`config.mk`:
```
export PLATFORM = sky130hd
export DESIGN_NAME = rrd_issue_buffer_flat
export DESIGN_NICKNAME = d
export VERILOG_FILES = /design/src/rtl/rrd_issue_buffer_if.sv /design/src/rtl/rrd_issue_buffer.sv /design/src/flat_wrapper.sv
export SDC_FILE = /design/constraint.sdc
export NUM_CORES = 1
export LEC_CHECK = 0
export CAP_MARGIN = 10
export CORE_MARGIN = 2
export CORE_UTILIZATION = 25
export CTS_BUF_LIST = sky130_fd_sc_hd__clkbuf_4
export CTS_CLUSTER_SIZE = 10
export DETAILED_ROUTE_END_ITERATION = 8
export PLACE_DENSITY = 0.5
export SETUP_SLACK_MARGIN = 0.5
export SLEW_MARGIN = 20
export SYNTH_ARGS = -nofsm -noshare
export SYNTH_HDL_FRONTEND = slang
export SYNTH_SLANG_ARGS = --single-unit
```
`constraint.sdc`:
```
create_clock -name clock -period 9.05 [get_ports clock]
set_input_delay 0.905 -clock clock [delete_from_list [all_inputs] [get_ports clock]]
set_output_delay 0.905 -clock clock [all_outputs]
set_load 0.01 [all_outputs]
```
`src/rtl/rrd_issue_buffer_if.sv`:
```
// Uop bundle type and the dispatch / issue / branch-update interface
// for rrd_issue_buffer. Modport slave is the buffer, master its neighbours.
package rrd_issue_buffer_pkg;
  typedef struct packed {
    logic [6:0]  uopc;
    logic [9:0]  fu_code;
    logic [19:0] br_mask;
    logic [19:0] imm_packed;
    logic [6:0]  rob_idx;
    logic [4:0]  stq_idx;
    logic [6:0]  pdst;
    logic [4:0]  mem_cmd;
    logic        is_amo;
    logic        uses_ldq;
    logic        uses_stq;
    logic [1:0]  dst_rtype;
    logic        fp_val;
  } uop_t;
endpackage

interface rrd_issue_buffer_if
  import rrd_issue_buffer_pkg::*;
#(
  parameter int ENTRIES = 8,
  parameter int CNT_W   = $clog2(ENTRIES + 1)
);
  logic             io_dis_valid;
  logic             io_dis_ready;
  uop_t             io_dis_uop;
  logic             io_iss_valid;
  logic             io_iss_ready;
  uop_t             io_iss_uop;
  logic [19:0]      io_brupdate_resolve_mask;
  logic [19:0]      io_brupdate_mispredict_mask;
  logic             io_flush;
  logic [CNT_W-1:0] io_count;

  modport slave (
    input  io_dis_valid,
    input  io_dis_uop,
    input  io_iss_ready,
    input  io_brupdate_resolve_mask,
    input  io_brupdate_mispredict_mask,
    input  io_flush,
    output io_dis_ready,
    output io_iss_valid,
    output io_iss_uop,
    output io_count
  );

  modport master (
    output io_dis_valid,
    output io_dis_uop,
    output io_iss_ready,
    output io_brupdate_resolve_mask,
    output io_brupdate_mispredict_mask,
    output io_flush,
    input  io_dis_ready,
    input  io_iss_valid,
    input  io_iss_uop,
    input  io_count
  );
endinterface

```
`src/rtl/rrd_issue_buffer.sv`:
```
// In-order issue buffer feeding register-read decode.
// Ports: clock, reset (sync, high), io (rrd_issue_buffer_if.slave):
//   dis_* in, iss_* out, brupdate masks, flush, count.
// Optional same-cycle bypass when empty: define RRD_ISSUE_BYPASS_EN.
module rrd_issue_buffer
  import rrd_issue_buffer_pkg::*;
#(
  parameter int ENTRIES = 8,
  parameter int CNT_W   = $clog2(ENTRIES + 1)
) (
  input  logic               clock,
  input  logic               reset,
  rrd_issue_buffer_if.slave  io
);

  localparam int PW = $clog2(ENTRIES);

  uop_t             mem [ENTRIES];
  logic [ENTRIES-1:0] vld;
  logic [PW-1:0]    head;
  logic [PW-1:0]    tail;
  logic [CNT_W-1:0] count;

  logic [19:0] rs;
  logic [19:0] mp;
  uop_t        hd;
  uop_t        dis_m;
  logic        occ;
  logic        hd_kill;
  logic        dis_kill;
  logic        hd_ok;
  logic        byp;
  logic        enq;
  logic        wr;
  logic        deq;

  assign rs = io.io_brupdate_resolve_mask;
  assign mp = io.io_brupdate_mispredict_mask;
  assign io.io_count = count;

  always_comb begin
    hd = mem[head];
    hd.br_mask = mem[head].br_mask & ~rs;
    dis_m = io.io_dis_uop;
    dis_m.br_mask = io.io_dis_uop.br_mask & ~rs;
    occ = (count != '0);
    hd_kill = |(mem[head].br_mask & mp);
    dis_kill = |(io.io_dis_uop.br_mask & mp);
    hd_ok = occ & vld[head] & ~hd_kill;
`ifdef RRD_ISSUE_BYPASS_EN
    byp = ~occ & io.io_dis_valid & io.io_iss_ready
        & ~io.io_flush & ~dis_kill;
`else
    byp = 1'b0;
`endif
    // ready looks only at registered count
    io.io_dis_ready = (count != CNT_W'(ENTRIES));
    enq = io.io_dis_valid & io.io_dis_ready;
    wr = enq & ~byp;
    io.io_iss_valid = hd_ok | byp;
    io.io_iss_uop = byp ? dis_m : hd;
    // dead head slots drain silently, one per cycle
    deq = (hd_ok & io.io_iss_ready) | (occ & ~vld[head]);
  end

  always_ff @(posedge clock) begin
    if (reset) begin
      head  <= '0;
      tail  <= '0;
      count <= '0;
      vld   <= '0;
      for (int i = 0; i < ENTRIES; i++)
        mem[i] <= '0;
    end else if (io.io_flush) begin
      head  <= '0;
      tail  <= '0;
      count <= '0;
      vld   <= '0;
    end else begin
      for (int i = 0; i < ENTRIES; i++) begin
        mem[i].br_mask <= mem[i].br_mask & ~rs;
        if (|(mem[i].br_mask & mp))
          vld[i] <= 1'b0;
      end
      if (wr) begin
        mem[tail] <= dis_m;
        vld[tail] <= ~dis_kill;
        tail      <= tail + PW'(1);
      end
      if (deq)
        head <= head + PW'(1);
      count <= count + CNT_W'(wr) - CNT_W'(deq);
    end
  end

endmodule

```
`src/flat_wrapper.sv`:
```
// flat-port wrapper written by rule: the top's interface ports become plain ports
module rrd_issue_buffer_flat import rrd_issue_buffer_pkg::*;
#(
  parameter int ENTRIES = 8,
  parameter int CNT_W   = $clog2(ENTRIES + 1)
)
  (clock, reset, io_io_dis_valid, io_io_dis_uop, io_io_iss_ready, io_io_brupdate_resolve_mask, io_io_brupdate_mispredict_mask, io_io_flush, io_io_dis_ready, io_io_iss_valid, io_io_iss_uop, io_io_count);
  rrd_issue_buffer_if #(.ENTRIES(ENTRIES), .CNT_W(CNT_W)) io_i ();
  input  logic clock;
  input  logic reset;
  input wire logic [$bits(io_i.io_dis_valid)-1:0] io_io_dis_valid;
  input wire logic [$bits(io_i.io_dis_uop)-1:0] io_io_dis_uop;
  input wire logic [$bits(io_i.io_iss_ready)-1:0] io_io_iss_ready;
  input wire logic [$bits(io_i.io_brupdate_resolve_mask)-1:0] io_io_brupdate_resolve_mask;
  input wire logic [$bits(io_i.io_brupdate_mispredict_mask)-1:0] io_io_brupdate_mispredict_mask;
  input wire logic [$bits(io_i.io_flush)-1:0] io_io_flush;
  output wire logic [$bits(io_i.io_dis_ready)-1:0] io_io_dis_ready;
  output wire logic [$bits(io_i.io_iss_valid)-1:0] io_io_iss_valid;
  output wire logic [$bits(io_i.io_iss_uop)-1:0] io_io_iss_uop;
  output wire logic [$bits(io_i.io_count)-1:0] io_io_count;
  assign io_i.io_dis_valid = io_io_dis_valid;
  assign io_i.io_dis_uop = io_io_dis_uop;
  assign io_i.io_iss_ready = io_io_iss_ready;
  assign io_i.io_brupdate_resolve_mask = io_io_brupdate_resolve_mask;
  assign io_i.io_brupdate_mispredict_mask = io_io_brupdate_mispredict_mask;
  assign io_i.io_flush = io_io_flush;
  assign io_io_dis_ready = io_i.io_dis_ready;
  assign io_io_iss_valid = io_i.io_iss_valid;
  assign io_io_iss_uop = io_i.io_iss_uop;
  assign io_io_count = io_i.io_count;
  rrd_issue_buffer #(.ENTRIES(ENTRIES), .CNT_W(CNT_W)) u_core (.clock(clock), .reset(reset), .io(io_i));
endmodule
```
==> impl_metrics.yaml <==
route:
  ant_nets: 0
  wl_um: 121000
  firstDrtPassIters: 7
  drc: 0
  vias: 23400
  top_layer: "met5"
  wl_met1_um: 51500
  drt_iter0_markers: 2451
  wire_per_inst_um: 25.5
  wl_met3_um: 9360
  viasPerCell: 4.92
  dr_wl_met2_um: 56800
power_and_ir_drop:
  ir_drop_mv: 0.0966
  power.total_mw: 8.31
  p_per_area_mw_per_mm2: 200
  p_leak_nw: 14.9
yosys:
  yosysSeqAreaShare: 0.611
  synth.area.top_cells: "edfxtp_1 (60%), mux4_2 (9.6%), and2_1 (6.0%), and3_1 (3.7%), mux2_2 (2.7%)"
  synth_ff_type: "edfxtp_1"
  async_flop_share: 0
  netlist_area_sq_mm: 0.0349
  synth_edf_count: 696
  synth_top_area_share: 0.599
  synth_seq_cells: 717
  ys_warn_count: 0
  post_synth.cell_area_avg_sq_um: 13.9
  synth_top_cell_by_area: "edfxtp_1"
  ys_types: 57
  synth_nets: 2644
  syn-instance-count: 2503
place:
  gp_congestion: 0.990
  hpwl_um: 72000
  dp_slack_ns: 3.39
  io_buffers: 224
  placed_cells: 4411
status:
  outcome: "complete, no violations"
final_layout:
  layout-drive-gt1-share: 0.214
  final_util: 0.299
  area_growth_pct: 19.0
  stdcell_count: 4765
  layout_commonest_cell: "edfxtp_1"
  fin_nets: 2872
  final_cell_mix: "edfxtp_1 (696), and2_1 (337), clkbuf_4 (289), clkdlybuf4s50_1 (223), and3_1 (204)"
clock_network:
  htreeDepth: 4
  cts_sinks: 717
  cts.repair.resized: 0
  cts_buffers: 194
  postCtsSetupBuffers: 0
  cts_tree: "done"
  cts_buffer_depth: 3
  ctsHoldBuffers: 0
  clk_latency_ns: 1.16
  root_buffer: "clkbuf_4"
  clk_pin_slew_ns: 0.07
worst_hold_path:
  hold_depth: 2
  min_from: "io_io_brupdate_resolve_mask[7]"
  holdCritPathClass: "input port to flop"
critical_path:
  cp_num_cells: 7
  crit_type: "flop to primary output"
  worstPathCellList: "buf_4 -> mux4_2 -> mux2_2 -> a222oi_1 -> nand4_1 -> nor4_1 -> clkdlybuf4s50_1"
  cpMaxStageDelayCell: "buf_4"
  rr_worst_depth: 14
  critPathTopFamily: "buffers and inverters"
  critPathMaxStageDelay_ns: 0.94
  cp-end-kind: "primary output"
  critPathRequiredTime_ns: 8.15
  worst-path-buf-inv: 2
  cp_max_fo: 64
  critPathArrivalTime_ns: 6.04
  startpoint_type: "flop"
sta:
  slew_headroom: 0.251
  hold_viol_final: 0
  finalSetupTns_ns: 0
  worst_slack_ns: 2.10
  worst_pin_slew_ns: 1.12
  finalCritPeriodShare: 0.767
  layout_min_cycle_time_ns: 6.95
  finalSetupViolations: 0
  rsz0062_at_grt: "false"
  skew_ns: 0.0596
  maxSlewViolCount: 0
  max_freq_mhz: 144
die:
  io_pins: 225
  core_region_area_sq_mm: 0.139
  start_util: 0.251
  die_area_sq_mm: 0.143
  die_h_um: 378
  die_w_um: 378
  core.rowCount: 137
global_route:
  grt_pass1_wl_um: 174000
  grt_usage: 0.169
  grt_max_degree: 98
  antenna_found_initial: 12
  first_global_vias: 23800
  grt.overflow.total: 0
job:
  drv_cap: 0
Yosys cell counts, drive strengths merged, types with 4 or more instances:
cell type / count
or2: 10
a221oi: 16
nor3b: 40
and2: 337
nand2: 94
nand2b: 6
a22o: 16
nor2b: 16
mux2: 84
buf: 63
nor3: 9
nand4: 20
o31ai: 4
clkbuf: 168
a32oi: 6
mux2i: 53
a222oi: 8
ha: 8
edfxtp: 696
nor2: 142
and3: 205
nand3: 65
dfxtp: 21
a22oi: 98
a21oi: 102
mux4: 160
inv: 10
or3: 14
where the power goes:
group	total, mW	internal, mW	switching [mW]
registers	3.93	3.80	0.134
clock network	3.02	1.56	1.46
logic	1.35	0.635	0.720
total	8.31	5.99	2.32
routing by layer:
| metal | GRT usage | vias up |
|---|---|---|
| met3 | 0.0405 | 255 |
| met4 | 0.0633 | 14 |
| li1 | - | 10200 |
| met1 | 0.223 | 11900 |
| met2 | 0.268 | 1086 |
| met5 | 0 | - |
kinds of logic (layout without fill, tap and decap cells):
| group | Yosys count | count (layout) | synth area share |
|---|---|---|---|
| xor+xnor | 3 | 3 | 0.000754 |
| flops | 717 | 717 | 0.611 |
| compound gates | 269 | 269 | 0.0527 |
| fa+ha+maj | 9 | 9 | 0.00344 |
| simple gates | 967 | 967 | 0.157 |
| buf+inv | 241 | 619 | 0.0278 |
| other cells | 0 | 8 | 0 |
| mux | 297 | 297 | 0.147 |
cell type report:
cell class / instances / area (sq um)
clock buffer: 289 / 2170
inverter: 10 / 37.5
multi-input combinational: 1545 / 12700
clock inverter: 57 / 370
sequential: 717 / 21300
tap: 1876 / 2350
fill: 14000 / 97500
antenna: 8 / 20.0
timing repair buffer: 263 / 2530
through the flow:
| step | area, sq um | hold WS [ns] |
|---|---|---|
| after floorplan | 34900 | 0.444 |
| after global placement | 38900 | 0.475 |
| after detailed placement | 38900 | 0.486 |
| after CTS | 41500 | 0.306 |
| after global routing | 41500 | 0.423 |
| final | 41500 | 0.500 |
path summary, 6_finish.rpt:
check,end,slack [ns]
max,io_io_iss_valid,2.10
min reg2reg,u_core.vld[7],0.50
min,u_core.mem[6][57],0.50
max reg2reg,u_core.io.io_count[2],3.85
sequential cells by signal, indices dropped and copies added, names as in the netlist, named ones only:
register / flops
u_core.mem: 696
u_core.head: 3
u_core.io.io_count: 4
u_core.tail: 3
u_core.vld: 8
(Power assumes the default switching activity.)
